### src/rtl/lsu_pkg.sv
// ---------------------------------------------------------------------------
// lsu_pkg
// Shared definitions for the load/store unit and the writeback-side load
// extender: FSM state encoding, RISC-V funct3 access codes and the 2-bit
// memory write-enable size codes.
// ---------------------------------------------------------------------------
package lsu_pkg;

   typedef enum logic [1:0] {
      IDLE   = 2'b00,
      ACCESS = 2'b01,
      RESP   = 2'b10
   } lsu_state_e;

   localparam logic [2:0] F3_B  = 3'b000;
   localparam logic [2:0] F3_H  = 3'b001;
   localparam logic [2:0] F3_W  = 3'b010;
   localparam logic [2:0] F3_BU = 3'b100;
   localparam logic [2:0] F3_HU = 3'b101;

   localparam logic [1:0] WE_NONE = 2'b00;
   localparam logic [1:0] WE_B    = 2'b01;
   localparam logic [1:0] WE_H    = 2'b10;
   localparam logic [1:0] WE_W    = 2'b11;

   // Memory write-enable size code for a funct3 access width.
   function automatic logic [1:0] size_code(input logic [2:0] funct3);
      logic [1:0] code;
      case (funct3)
         F3_B, F3_BU: code = WE_B;
         F3_H, F3_HU: code = WE_H;
         F3_W:        code = WE_W;
         default:     code = WE_NONE;
      endcase
      return code;
   endfunction

endpackage

### src/rtl/load_extend.sv
// ---------------------------------------------------------------------------
// load_extend
// Purely combinational: selects the low byte/half/word of a raw memory word
// and sign- or zero-extends it according to the load funct3.
// Ports:
//   funct3_i  load funct3 (B, H, W, BU, HU); anything else yields 0
//   raw_i     raw little-endian memory word, addressed byte in [7:0]
//   ext_o     extended load result
// ---------------------------------------------------------------------------
module load_extend
   import lsu_pkg::*;
#(
   parameter int RegBits = 32
) (
   input  logic [2:0]         funct3_i,
   input  logic [RegBits-1:0] raw_i,
   output logic [RegBits-1:0] ext_o
);

   // Width selection and extension.
   always_comb begin
      ext_o = '0;
      case (funct3_i)
         F3_B:    ext_o = {{(RegBits-8){raw_i[7]}}, raw_i[7:0]};
         F3_BU:   ext_o = {{(RegBits-8){1'b0}}, raw_i[7:0]};
         F3_H:    ext_o = {{(RegBits-16){raw_i[15]}}, raw_i[15:0]};
         F3_HU:   ext_o = {{(RegBits-16){1'b0}}, raw_i[15:0]};
         F3_W:    ext_o = raw_i;
         default: ext_o = '0;
      endcase
   end

endmodule

### src/rtl/load_store_unit.sv
// ---------------------------------------------------------------------------
// load_store_unit
// Core-side initiator for the byte-addressable data memory. Takes one
// load/store from execute over valid/ready, checks funct3 legality,
// alignment and range, performs a single-cycle memory access and returns an
// extended load result (or an error) over a second valid/ready handshake.
// Only one transaction is ever in flight: IDLE -> ACCESS -> RESP.
// Ports:
//   clk_i, rst_i        clock, asynchronous active-high reset
//   req_*               request handshake and fields from execute
//   resp_*              response handshake, data and error to writeback
//   mem_a_o/mem_wd_o    memory byte address / write data (held outside ACCESS)
//   mem_we_o            write size code, nonzero only in ACCESS of a store
//   mem_rd_i            combinational read data, bytes a..a+3 little-endian
// ---------------------------------------------------------------------------
module load_store_unit
   import lsu_pkg::*;
#(
   parameter int RegBits  = 32,
   parameter int MemBytes = 1024
) (
   input  logic               clk_i,
   input  logic               rst_i,
   input  logic               req_valid_i,
   output logic               req_ready_o,
   input  logic               req_we_i,
   input  logic [2:0]         req_funct3_i,
   input  logic [RegBits-1:0] req_addr_i,
   input  logic [RegBits-1:0] req_wdata_i,
   output logic               resp_valid_o,
   input  logic               resp_ready_i,
   output logic [RegBits-1:0] resp_rdata_o,
   output logic               resp_err_o,
   output logic [RegBits-1:0] mem_a_o,
   output logic [RegBits-1:0] mem_wd_o,
   output logic [1:0]         mem_we_o,
   input  logic [RegBits-1:0] mem_rd_i
);

   // One extra bit so addr + span never wraps past the top of the space.
   localparam logic [RegBits:0] LAST_ADDR = (RegBits+1)'(MemBytes - 1);

   lsu_state_e         state_q, state_d;
   logic [2:0]         f3_q, f3_d;
   logic               we_q, we_d;
   logic [RegBits-1:0] mem_a_q, mem_a_d;
   logic [RegBits-1:0] mem_wd_q, mem_wd_d;
   logic [1:0]         mem_we_q, mem_we_d;
   logic [RegBits-1:0] rdata_q, rdata_d;
   logic               err_q, err_d;
   logic               valid_q, valid_d;

   logic               f3_ok_s;
   logic               align_ok_s;
   logic [RegBits:0]   span_s;
   logic [RegBits:0]   last_byte_s;
   logic               req_legal_s;
   logic [RegBits-1:0] ext_s;

   load_extend #(
      .RegBits (RegBits)
   ) u_load_extend (
      .funct3_i (f3_q),
      .raw_i    (mem_rd_i),
      .ext_o    (ext_s)
   );

   // Request legality: funct3 code, natural alignment and last byte in range.
   always_comb begin
      f3_ok_s    = 1'b0;
      align_ok_s = 1'b1;
      span_s     = '0;
      case (req_funct3_i)
         F3_B: begin
            f3_ok_s = 1'b1;
         end
         F3_BU: begin
            f3_ok_s = ~req_we_i;
         end
         F3_H: begin
            f3_ok_s    = 1'b1;
            align_ok_s = (req_addr_i[0] == 1'b0);
            span_s     = {{(RegBits-1){1'b0}}, 2'd1};
         end
         F3_HU: begin
            f3_ok_s    = ~req_we_i;
            align_ok_s = (req_addr_i[0] == 1'b0);
            span_s     = {{(RegBits-1){1'b0}}, 2'd1};
         end
         F3_W: begin
            f3_ok_s    = 1'b1;
            align_ok_s = (req_addr_i[1:0] == 2'b00);
            span_s     = {{(RegBits-1){1'b0}}, 2'd3};
         end
         default: begin
            f3_ok_s = 1'b0;
         end
      endcase
      last_byte_s = {1'b0, req_addr_i} + span_s;
      req_legal_s = f3_ok_s & align_ok_s & (last_byte_s <= LAST_ADDR);
   end

   // Next-state and next-output decode for the three-state transaction FSM.
   always_comb begin
      state_d  = state_q;
      f3_d     = f3_q;
      we_d     = we_q;
      mem_a_d  = mem_a_q;
      mem_wd_d = mem_wd_q;
      mem_we_d = WE_NONE;
      rdata_d  = rdata_q;
      err_d    = err_q;
      valid_d  = valid_q;
      case (state_q)
         IDLE: begin
            if (req_valid_i) begin
               f3_d = req_funct3_i;
               we_d = req_we_i;
               if (req_legal_s) begin
                  // Memory port only moves for requests that will access it.
                  mem_a_d = req_addr_i;
                  if (req_we_i) begin
                     mem_wd_d = req_wdata_i;
                     mem_we_d = size_code(req_funct3_i);
                  end else begin
                     mem_we_d = WE_NONE;
                  end
                  state_d = ACCESS;
               end else begin
                  err_d   = 1'b1;
                  rdata_d = '0;
                  valid_d = 1'b1;
                  state_d = RESP;
               end
            end else begin
               state_d = IDLE;
            end
         end
         ACCESS: begin
            // Store commits and load data is captured at the edge ending ACCESS.
            err_d   = 1'b0;
            rdata_d = we_q ? '0 : ext_s;
            valid_d = 1'b1;
            state_d = RESP;
         end
         RESP: begin
            if (resp_ready_i) begin
               valid_d = 1'b0;
               err_d   = 1'b0;
               rdata_d = '0;
               state_d = IDLE;
            end else begin
               state_d = RESP;
            end
         end
         default: begin
            valid_d = 1'b0;
            err_d   = 1'b0;
            rdata_d = '0;
            state_d = IDLE;
         end
      endcase
   end

   // State and registered outputs; reset also kills an in-flight write enable.
   always_ff @(posedge clk_i or posedge rst_i) begin
      if (rst_i) begin
         state_q  <= IDLE;
         f3_q     <= 3'b000;
         we_q     <= 1'b0;
         mem_a_q  <= '0;
         mem_wd_q <= '0;
         mem_we_q <= WE_NONE;
         rdata_q  <= '0;
         err_q    <= 1'b0;
         valid_q  <= 1'b0;
      end else begin
         state_q  <= state_d;
         f3_q     <= f3_d;
         we_q     <= we_d;
         mem_a_q  <= mem_a_d;
         mem_wd_q <= mem_wd_d;
         mem_we_q <= mem_we_d;
         rdata_q  <= rdata_d;
         err_q    <= err_d;
         valid_q  <= valid_d;
      end
   end

   assign req_ready_o  = (state_q == IDLE);
   assign resp_valid_o = valid_q;
   assign resp_rdata_o = rdata_q;
   assign resp_err_o   = err_q;
   assign mem_a_o      = mem_a_q;
   assign mem_wd_o     = mem_wd_q;
   assign mem_we_o     = mem_we_q;

endmodule

### config.mk
export PLATFORM = sky130hd
export DESIGN_NAME = load_store_unit
export DESIGN_NICKNAME = d
export VERILOG_FILES = /design/src/rtl/lsu_pkg.sv /design/src/rtl/load_extend.sv /design/src/rtl/load_store_unit.sv
export SDC_FILE = /design/constraint.sdc
export NUM_CORES = 1
export LEC_CHECK = 0
export BUFFER_PORTS_ARGS = -buffer_cell sky130_fd_sc_hd__buf_2
export CORE_ASPECT_RATIO = 0.9
export CORE_MARGIN = 3
export CORE_UTILIZATION = 52
export CTS_CLUSTER_DIAMETER = 30
export DETAILED_ROUTE_END_ITERATION = 7
export PLACE_DENSITY = 0.92
export SYNTH_ARGS = -nofsm -noshare
export SYNTH_HDL_FRONTEND = slang
export SYNTH_SLANG_ARGS = --single-unit
### constraint.sdc
create_clock -name clk_i -period 4.8 [get_ports clk_i]
set_clock_uncertainty 0.1 [all_clocks]
set_input_delay 0.48 -clock clk_i [delete_from_list [all_inputs] [get_ports clk_i]]
set_output_delay 0.48 -clock clk_i [all_outputs]
set_load 0.01 [all_outputs]
## Yosys cells after proc, flatten, opt, wreduce, memory -nomap -nowiden

Cells that the tools add are included.

| cells by class | value |
|---|---|
| add/subtract/negate cells | 1 |
| multiply operators | 0 |
| div/mod/pow operators | 0 |
| $lt $le $gt $ge | 1 |
| eq/ne operators | 13 |
| shifts and indexed selects | 0 |
| mux-type cells | 23 |
| bitwise logic cells | 4 |
| reductions and logical operators | 12 |

Operators by type and width:

| kind | count |
|---|---|
| 32-bit one-hot mux with 5 select lines | 1 |
| 32-bit two-way mux | 4 |
| 32-bit one-hot mux with 3 select lines | 1 |
| 32-bit by 33-bit adder with 33-bit output | 1 |
| 33-bit by 10-bit <= comparator with 1-bit output, second input constant | 1 |
| 2-bit two-way mux | 7 |
| 3-bit equality test, second input constant | 4 |
| 2-bit one-hot mux with 3 select lines | 2 |
| 3-bit by 1-bit equality test with 1-bit output, second input constant | 2 |
| 3-bit by 2-bit equality test with 1-bit output, second input constant | 2 |
| 3-bit zero test | 2 |
| 2-bit != test, second input constant | 3 |
| 1-bit one-hot mux with 2 select lines | 3 |
| 3-bit AND reduction | 2 |
| 2-bit OR reduction | 3 |
| 2-bit zero test | 2 |
| 2-bit one-hot mux with 2 select lines | 1 |
| 4-bit AND reduction | 1 |
| 1-bit two-way mux | 3 |
| 1-bit one-hot mux with 3 select lines | 1 |
| 3-bit OR reduction | 1 |
| 1-bit bitwise AND | 2 |
| 2-bit by 1-bit equality test with 1-bit output, second input constant | 1 |
| 2-bit equality test, second input constant | 1 |
| 2 further kinds | 3 |

| word-level totals | value |
|---|---|
| bits in registers | 106 |
| bits in latches | 0 |
| RAM bits | 0 |
| memory bits (read-only) | 0 |
| bits of input ports | 104 |
| output and inout port bits | 101 |
| logic and storage cells | 63 |
| memories kept | 0 |

## Longest topological paths before layout

Gate-level depths: netlist (run 1).

| logic depth | value |
|---|---|
| depth in word-level cells | 9 |
| mapped depth | 14 |

## Modules after synthesis

From an unflattened synthesis (run 1), not the netlist that was laid out.

| unflattened totals | value |
|---|---|
| cell total of the unflattened synthesis | 473 |
| area, all modules | 5305.1 µm² |

Modules (own cells, without submodules):

| module | times used | cells each | area each (µm²) | sequential area each (µm²) |
|---|---|---|---|---|
| load_store_unit | 1 | 402 | 4723.3 | 2652.5 |
| load_extend | 1 | 71 | 581.8 | 0.0 |

## Least setup slack after synthesis (run 1)

No wires, ideal clock.

| timing path | value |
|---|---|
| kind | input port to flip-flop |
| start | input req_funct3_i[2] |
| end | register mem_wd_q[0], in the netlist mem_wd_o[0] |
| arrival | 3554 ps |
| data required time | 4575 ps |
| slack | 1021 ps |
| stages | 12 |
| buffers on the path | 1 |
| cell sequence | nor3_1 -> a21o_1 -> ha_1 -> fa_1 -> nand3_4 -> nor4_1 -> xor2_1 -> or4_4 -> nor4_4 -> nand3_2 -> buf_6 -> mux2_4 |

| on the way | value |
|---|---|
| longest elaborated chain between the ends | 7 |
| elaborated cells between the ends (all ways) | 16 |
| those cells by class | 1 x add/sub; 1 x order compare; 4 x eq/ne; 3 x mux; 2 x bitwise; 5 x reduce/logical |

RTL lines:

| item | RTL line | text |
|---|---|---|
| start: declaration | load_store_unit.sv:27 | `input logic [2:0] req_funct3_i,` |
| 3-bit by 1-bit equality test with 1-bit output / 3-bit equality test (equally long branches) | load_store_unit.sv:73 | `case (req_funct3_i)` |
| 2-bit OR reduction (no source line) | - |  |
| 2-bit one-hot mux with 2 select lines | load_store_unit.sv:73 |  |
| 32-bit by 33-bit adder with 33-bit output | load_store_unit.sv:99 | `last_byte_s = {1'b0, req_addr_i} + span_s;` |
| 33-bit by 10-bit <= comparator with 1-bit output | load_store_unit.sv:100 | `req_legal_s = f3_ok_s & align_ok_s & (last_byte_s <= LAST_ADDR);` |
| 1-bit bitwise AND (*) | load_store_unit.sv:100 |  |
| 4-bit AND reduction (no source line) (*) | - |  |
| end signal: assignment | load_store_unit.sv:182 | `mem_wd_q <= mem_wd_d;` |
| end: declaration | load_store_unit.sv:47 | `logic [RegBits-1:0] mem_wd_q, mem_wd_d;` |

Mark *: on every way between the ends. The rest lies on a longest branch, timed or not.
A chain may end at the register's enable or synchronous reset.

## Worst setup path after layout (run 1)

| timing path | value |
|---|---|
| start | input req_funct3_i[2] |
| end | register mem_wd_q[12], in the netlist mem_wd_o[12] |

The elaborated chain is that of the path after synthesis.

==> results of run 1 <==
==> worst paths after layout <==
kind                            slack, ns                      endpoint  depth (start not counted)
worst max-delay path                 0.87      mem_wd_o[12]$_DFFE_PP0P_                         13
worst min-delay path                 0.17  resp_rdata_o[22]$_DFFE_PP0P_                          2
worst max register to register       2.68  resp_rdata_o[31]$_DFFE_PP0P_                          4
worst min register to register       0.39  resp_rdata_o[20]$_DFFE_PP0P_                          1
max in group asynchronous            3.40       mem_a_o[28]$_DFFE_PP0P_                          3
min in group clk_i                   0.25      mem_wd_o[23]$_DFFE_PP0P_                          2
==> cell families (layout without fill, tap and decap cells) <==
logic type               count (synthesis)  count (layout)  synth area share [%]
flip-flops                             106             106                  54.8
multiplexers                            50              50                  13.7
AND/OR/NAND/NOR                        107             107                  13.2
AO/OA/AOI/OAI                           88              88                  12.8
buffers and inverters                   29             232                  2.84
XOR/XNOR                                10              10                  1.81
adder cells (fa/ha/maj)                  3               3                 0.930
==> critical path, cell delays in order <==
cell and delay (ns):
sky130_fd_sc_hd__buf_2 0.13, sky130_fd_sc_hd__nor3_1 0.39, sky130_fd_sc_hd__a21o_1 0.16, sky130_fd_sc_hd__ha_1 0.19
sky130_fd_sc_hd__fa_1 0.28, sky130_fd_sc_hd__nand3_4 0.15, sky130_fd_sc_hd__nor4_1 0.34, sky130_fd_sc_hd__xor2_1 0.12
sky130_fd_sc_hd__or4_4 0.56, sky130_fd_sc_hd__nor4_4 0.39, sky130_fd_sc_hd__nand3_2 0.15, sky130_fd_sc_hd__buf_4 0.33
sky130_fd_sc_hd__mux2_4 0.36
==> layout by cell type, fill, tap and decap left out, types with 6 or more instances in the layout <==
cell type,n
sky130_fd_sc_hd__nor2_1,10
sky130_fd_sc_hd__xnor2_1,6
sky130_fd_sc_hd__mux2_2,18
sky130_fd_sc_hd__a22o_1,16
sky130_fd_sc_hd__mux2_4,28
sky130_fd_sc_hd__clkbuf_8,9
sky130_fd_sc_hd__o2bb2ai_1,16
sky130_fd_sc_hd__and4_1,8
sky130_fd_sc_hd__o21ai_0,13
sky130_fd_sc_hd__a21oi_1,26
sky130_fd_sc_hd__nand3_1,11
sky130_fd_sc_hd__inv_1,7
sky130_fd_sc_hd__nand4_1,6
sky130_fd_sc_hd__dfrtp_1,106
sky130_fd_sc_hd__nand2_1,21
sky130_fd_sc_hd__and2_1,22
sky130_fd_sc_hd__buf_2,204
==> per-layer routing <==
| metal | routed length (µm) | vias up | global-route usage (%) |
|---|---|---|---|
| met4 | 125 | 0 | 5.34 |
| li1 | - | 1824 | - |
| met1 | 4860 | 1840 | 29.5 |
| met2 | 6140 | 177 | 39.4 |
| met3 | 1090 | 11 | 5.98 |
| met5 | 0 | - | 0 |
==> flip-flops by register name, indices dropped and copies added, names as in the netlist <==
signal,cells
mem_a_o,32
mem_wd_o,32
resp_rdata_o,32
f3_q,3
mem_we_o,2
state_q,2
resp_err_o,1
resp_valid_o,1
we_q,1
==> Yosys cell counts (5+ instances only) <==
| cell | count |
|---|---|
| sky130_fd_sc_hd__a21oi_1 | 26 |
| sky130_fd_sc_hd__a22o_1 | 16 |
| sky130_fd_sc_hd__and2_1 | 22 |
| sky130_fd_sc_hd__and4_1 | 8 |
| sky130_fd_sc_hd__buf_2 | 5 |
| sky130_fd_sc_hd__clkbuf_1 | 10 |
| sky130_fd_sc_hd__dfrtp_1 | 106 |
| sky130_fd_sc_hd__inv_1 | 8 |
| sky130_fd_sc_hd__mux2_2 | 18 |
| sky130_fd_sc_hd__mux2_4 | 28 |
| sky130_fd_sc_hd__nand2_1 | 21 |
| sky130_fd_sc_hd__nand3_1 | 11 |
| sky130_fd_sc_hd__nand4_1 | 6 |
| sky130_fd_sc_hd__nor2_1 | 10 |
| sky130_fd_sc_hd__nor3_1 | 5 |
| sky130_fd_sc_hd__o21ai_0 | 13 |
| sky130_fd_sc_hd__o2bb2ai_1 | 16 |
| sky130_fd_sc_hd__xnor2_1 | 6 |
==> stage by stage <==
stage	worst slack (ns)	instance area [µm²]	total power, mW	utilization [%]	hold slack (ns)
floorplan	1.02	4840	1.07	-	0.382
global placement	0.642	5940	1.16	67.4	0.364
detailed placement	0.504	5940	1.16	67.4	0.370
CTS	0.885	6120	1.67	69.5	0.188
global route	0.578	6120	1.74	69.5	0.217
finish	0.872	6120	1.65	69.5	0.165
==> cell type report <==
cell class / count / area, µm² / area share, %
tap: 119 / 149 / 2.43
timing repair buffer: 208 / 1050 / 17.2
sequential: 106 / 2650 / 43.3
clock buffer: 9 / 124 / 2.02
inverter: 8 / 32.5 / 0.531
clock inverter: 7 / 61.3 / 1.00
multi-input combinational: 258 / 2050 / 33.5
==> power by group through the flow <==
stage	combinational, mW	clock [mW]	sequential (mW)
after floorplan	0.139	0	0.932
after global placement	0.217	0	0.940
after detailed placement	0.224	0	0.940
after CTS	0.225	0.521	0.922
after global routing	0.252	0.560	0.926
final	0.225	0.506	0.923
==> results.txt, run 1 <==
----------------------------------------------------
[Clocking]
  Total of cells resized after clock tree synthesis ... 0
  Number of H-tree branching levels ... 3
  Buffer depth of the longest clock path ... 2
  Clock transition at path regs ... 0.10 ns
  Total number of clock tree sinks ... 106
  Post-CTS Setup Repair Bufs ... 0
  CTS tree ... yes
  Root buffer cell ... sky130_fd_sc_hd__clkbuf_8
  Inserted Clock Buffers ... 9
  Hold_buf cts ... 0
  Skew-Pair Late Insertion Delay ... 0.34 ns

[Yosys]
  Synth area leader ... sky130_fd_sc_hd__dfrtp_1
  Count of mapped cells out of synthesis ... 393
  Top-area cell type share of the netlist area ... 54.8%
  Register area share after synthesis ... 54.8%
  Net count after synthesis ... 500
  EDFF count, synth ... 0
  Synth Warn # ... 0
  Post-synth design cell area ... 0.00484 mm²
  Most common flop cell mapped by yosys ... sky130_fd_sc_hd__dfrtp_1
  Synth Area per Inst ... 12.3 µm²
  Synth unique cells ... 52
  Largest cells by area after synthesis ... sky130_fd_sc_hd__dfrtp_1 (55%), sky130_fd_sc_hd__mux2_4 (8.7%), sky130_fd_sc_hd__mux2_2 (4.2%)
  Count of state elements after synthesis ... 106
  Share of flip-flops with an asynchronous set or reset after synthesis ... 100%

[Critical path]
  Critical Path Sink Type ... register
  Beginning of the worst register-to-register path ... f3_q[0]$_DFFE_PP0P_
  Classification of the worst setup path ... input pin to register
  Highest net fanout along the worst path ... 32
  Start point of the critical path ... req_funct3_i[2]
  Worst Setup Start Kind ... input pin
  Data arrival time at the worst-slack endpoint ... 4.05 ns
  Crit path required time ... 4.93 ns

[Pwr]
  Maximum vdd ir drop ... 0.000226 V
  Portion of total power attributed to combinational logic ... 13.6%
  Net switching power figure ... 0.460 mW
  Proportion of power drawn by the clock network ... 30.6%
  Sequential fraction of design power ... 55.8%
  Leakage power figure ... 3.44 nW
  Power density of the placed cells ... 270 mW/mm²
  Switching part of the total ... 27.8%
  Internal Dissipation ... 1.19 mW

[Placement]
  Half-perimeter wire length of the detailed placement result ... 9430 µm
  Number of buffers added on ports ... 204
  Post-Place Cells ... 699
  Final RePlAce weighted congestion ... 0.929

[Floorplanning]
  DIE HEIGHT ... 97.6 µm
  Horiz. Die Dim ... 108 µm
  Full die area ... 0.0105 mm²
  Number of top-level pins ... 205
  Count of standard-cell rows ... 32
  Initial Util ... 55.0%
  Core area ... 0.00881 mm²

[Cells and area]
  Layout cell share with drive strength beyond 1 ... 47.3%
  Number of fillers in the final layout ... 660
  Nets ... 698
  Post-layout instance count excluding filler cells ... 715
  Layout overhead on the synthesized area ... 26.4%
  Diode insertion count for antenna repair ... 0

[STA]
  Fmax ... 255 MHz
  Relative max-transition margin ... 33.5%
  Ratio of final minimum period to clock period ... 81.8%
  Number of endpoints failing setup at the final stage ... 0
  Final hold violation count ... 0
  Clock period minus worst slack ... 3.93 ns
  Max Slew Vio Count ... 0
  RSZ-0062 raised after global routing ... false
  Total negative slack ... 0 ns
  Pin slew with the least headroom to its limit ... 0.994 ns

[Drt]
  WL/cell ... 17.1 µm
  Number of detailed-routing iterations run before antenna repair ... 4
  Final wirelength ... 12200 µm
  Average vias per placed instance ... 5.39
  DRC violation count after routing ... 0
  Overall via count from detail_route ... 3852
  DRC violation total after the first TritonRoute iteration ... 258
  Detail Route Antenna Nets ... 0

[GRT]
  First-pass GRT wire length ... 19600 µm
  Antenna violations before repair ... 0
  All-Layer GR Usage ... 23.1%
  Maximum number of pins on one net before global-route repair ... 65
  Final global-route overflow total ... 0
  Vias in the first global route ... 3943

[Flow run]
  Number of maximum-capacitance violations ... 0

[Outcome]
  Result of the run ... finished clean

[Min path]
  Worst Hold Class ... input pin to async pin

----------------------------------------------------
Note: power is estimated with default switching activity, not from simulation.
==> run 2: changes to the inputs <==
--- a/config.mk
+++ b/config.mk
@@ -5,13 +5,14 @@
 export SDC_FILE = /design/constraint.sdc
 export NUM_CORES = 1
 export LEC_CHECK = 0
+export ABC_AREA = 1
 export BUFFER_PORTS_ARGS = -buffer_cell sky130_fd_sc_hd__buf_2
 export CORE_ASPECT_RATIO = 0.9
 export CORE_MARGIN = 3
-export CORE_UTILIZATION = 52
+export CORE_UTILIZATION = 44
 export CTS_CLUSTER_DIAMETER = 30
 export DETAILED_ROUTE_END_ITERATION = 7
-export PLACE_DENSITY = 0.92
+export PLACE_DENSITY = 0.82
 export SYNTH_ARGS = -nofsm -noshare
 export SYNTH_HDL_FRONTEND = slang
 export SYNTH_SLANG_ARGS = --single-unit
==> constraint.sdc (replaced) <==
create_clock -name clk_i -period 3.58 [get_ports clk_i]
set_clock_uncertainty 0.1 [all_clocks]
set_input_delay 0.358 -clock clk_i [delete_from_list [all_inputs] [get_ports clk_i]]
set_output_delay 0.358 -clock clk_i [all_outputs]
set_load 0.01 [all_outputs]
==> results.txt, run 2 <==
----------------------------------------------------
[Outcome]
  Result of the run ... finished clean

[Floorplanning]
  Full die area ... 0.0133 mm²
  Count of standard-cell rows ... 37
  Initial Util ... 45.5%
  Core area ... 0.0116 mm²
  Horiz. Die Dim ... 121 µm
  DIE HEIGHT ... 110 µm
  Number of top-level pins ... 205

[STA]
  Relative max-transition margin ... 47.9%
  Number of endpoints failing setup at the final stage ... 0
  Max Slew Vio Count ... 0
  Pin slew with the least headroom to its limit ... 0.782 ns
  Clock period minus worst slack ... 2.95 ns
  Fmax ... 339 MHz
  Total negative slack ... 0 ns
  Final hold violation count ... 0
  Ratio of final minimum period to clock period ... 82.3%
  RSZ-0062 raised after global routing ... false
  Worst setup slack after layout ... 0.633 ns

[Yosys]
  Synth area leader ... sky130_fd_sc_hd__dfrtp_1
  Top-area cell type share of the netlist area ... 50.4%
  Largest cells by area after synthesis ... sky130_fd_sc_hd__dfrtp_1 (50%), sky130_fd_sc_hd__nand2_1 (22%), sky130_fd_sc_hd__nand3_1 (7.1%)
  Register area share after synthesis ... 50.4%
  Share of flip-flops with an asynchronous set or reset after synthesis ... 100%
  Commonest cells post-synth ... sky130_fd_sc_hd__nand2_1 (307), sky130_fd_sc_hd__dfrtp_1 (106), sky130_fd_sc_hd__nand3_1 (75)
  Count of state elements after synthesis ... 106
  Most common flop cell mapped by yosys ... sky130_fd_sc_hd__dfrtp_1
  EDFF count, synth ... 0
  Synth Area per Inst ... 7.41 µm²
  Synth unique cells ... 29
  Net count after synthesis ... 818
  Count of mapped cells out of synthesis ... 711
  Cell with the most instances after synthesis ... sky130_fd_sc_hd__nand2_1
  Post-synth design cell area ... 0.00527 mm²
  Synth Warn # ... 0

[Clocking]
  Total of cells resized after clock tree synthesis ... 0
  Skew-Pair Late Insertion Delay ... 0.33 ns
  Root buffer cell ... sky130_fd_sc_hd__clkbuf_16
  Number of H-tree branching levels ... 3
  Inserted Clock Buffers ... 9
  Buffer depth of the longest clock path ... 2
  Clock transition at path regs ... 0.07 ns
  Post-CTS Setup Repair Bufs ... 0
  CTS tree ... yes
  Hold_buf cts ... 0
  Total number of clock tree sinks ... 106

[Placement]
  Final RePlAce weighted congestion ... 0.962
  Area post-placement ... 0.00644 mm²
  Half-perimeter wire length of the detailed placement result ... 10700 µm
  Worst setup timing slack at the placement stage ... 0.287 ns
  Number of buffers added on ports ... 204

[Critical path]
  Start point of the critical path ... req_funct3_i[1]
  Critical Path Sink Type ... register
  Highest net fanout along the worst path ... 34
  Largest stage delay, worst path ... 0.39 ns
  Worst r2r path cells ... 8
  Number of stages on the worst setup path ... 22
  Buf+Inv Stages, Crit Path ... 3
  Most common cell type on the critical path ... sky130_fd_sc_hd__nand2_1
  Worst Setup Start Kind ... input pin
  Critical path, cell by cell ... buf_2 -> inv_1 -> nand2_1 -> nand2_1 -> ha_1 -> fa_1 -> nand2_1 -> nor2_4 -> nand2_4 -> nor2_4 -> nand2_1 -> nand2_1 -> nor2_1 -> nand3_1 -> nor2_1 -> nand2_1 -> nor2_2 -> nand3_2 -> clkinv_4 -> nand2_4 -> nand2_1 -> nand2_1
  Critical Path Slowest Stage Cell ... sky130_fd_sc_hd__fa_1
  Top delay family on crit path ... simple AND/OR/NAND/NOR gates
  Beginning of the worst register-to-register path ... state_q[1]$_DFF_PP0_
  Crit path required time ... 3.70 ns
  Classification of the worst setup path ... input pin to register
  Data arrival time at the worst-slack endpoint ... 3.07 ns

[Drt]
  Detail Route Antenna Nets ... 0
  Overall via count from detail_route ... 5182
  Number of detailed-routing iterations run before antenna repair ... 5
  WL/cell ... 13.4 µm
  Average vias per placed instance ... 4.84
  DRC violation count after routing ... 0
  Final wirelength ... 14400 µm
  DRC violation total after the first TritonRoute iteration ... 451

[Cells and area]
  Nets ... 1018
  Area occupied by multi-input gates ... 0.00218 mm²
  Leading cell types in the layout, fill and taps excluded ... sky130_fd_sc_hd__nand2_1 (307), sky130_fd_sc_hd__buf_2 (204), sky130_fd_sc_hd__dfrtp_1 (106)
  Number of fillers in the final layout ... 1083
  Layout cell share with drive strength beyond 1 ... 26.7%
  Layout overhead on the synthesized area ... 27.4%
  Cell area after layout ... 0.00671 mm²
  Leading cell type in the layout, fill and taps excluded ... sky130_fd_sc_hd__nand2_1
  Diode insertion count for antenna repair ... 0
  Sequential Area ... 0.00265 mm²

[Pwr]
  Maximum vdd ir drop ... 0.000241 V
  Leakage power figure ... 4.13 nW
  Power density of the placed cells ... 411 mW/mm²

[GRT]
  All-Layer GR Usage ... 21.1%
  Antenna violations before repair ... 2
  Vias in the first global route ... 4698
  Maximum number of pins on one net before global-route repair ... 66
  First-pass GRT wire length ... 22600 µm
  Final global-route overflow total ... 0

[Min path]
  Worst Hold Class ... input pin to async pin

[Flow run]
  Number of maximum-capacitance violations ... 0

----------------------------------------------------
-- run 2: cell families (layout without fill, tap and decap cells) --
kind of cell	after synthesis	after routing	share of synthesized area [%]
adder cells (fa/ha/maj)	3	3	0.855
AO/OA/AOI/OAI	27	27	2.73
XOR/XNOR	4	4	0.665
buffers and inverters	100	304	8.24
flip-flops	106	106	50.4
AND/OR/NAND/NOR	471	471	37.1
-- run 2: area by class of cell --
cell class / count / area share, %
clock buffers: 11 / 3.62
clock inverters: 4 / 0.410
inverters: 76 / 4.36
multi-input cells: 505 / 32.6
flip-flops and latches: 106 / 39.5
well taps: 156 / 2.91
repair buffers: 213 / 16.6
-- run 2: worst reg2reg max path: cells and delay by family (launching register included) --
family / cells / cell delay, ns
buffers and inverters: 2 / 0.39
DFF: 1 / 0.40
and+or+nand+nor: 6 / 1.13
-- run 2: per-stage QoR --
step / power, mW / hold slack, ns / instances / utilization (%)
4_1_cts: 2.79 / 0.0994 / 1071 / 58.0
2_1_floorplan: 1.65 / 0.352 / 711 / -
3_3_place_gp: 1.87 / 0.348 / 1056 / 55.6
3_5_place_dp: 1.87 / 0.353 / 1056 / 55.6
6_report: 2.76 / 0.0788 / 1071 / 58.0
5_1_grt: 2.92 / 0.131 / 1071 / 58.0
-- run 2: path summary, 6_finish.rpt --
check	end	slack, ns
min	mem_wd_o[29]$_DFFE_PP0P_	0.08
min reg2reg	resp_rdata_o[3]$_DFFE_PP0P_	0.37
max in group asynchronous	mem_wd_o[2]$_DFFE_PP0P_	2.49
min in group clk_i	mem_a_o[9]$_DFFE_PP0P_	0.13
max reg2reg	mem_wd_o[4]$_DFFE_PP0P_	1.44
max	mem_wd_o[4]$_DFFE_PP0P_	0.63
-- run 2: power by group --
group / total (mW) / switching (mW) / internal [mW]
Clock: 0.907 / 0.418 / 0.489
Sequential: 1.29 / 0.0599 / 1.23
Combinational: 0.559 / 0.373 / 0.186
-- run 2: layer usage --
layer / vias up / part of all wire [%] / track usage, % / wire length, µm
met3: 16 / 7.7 / 5.40 / 1110
li1: 2579 / - / - / -
met2: 215 / 46 / 33.4 / 6620
met5: - / 0.15 / 0 / 21
met1: 2368 / 45 / 29.2 / 6450
met4: 4 / 1.1 / 5.52 / 159
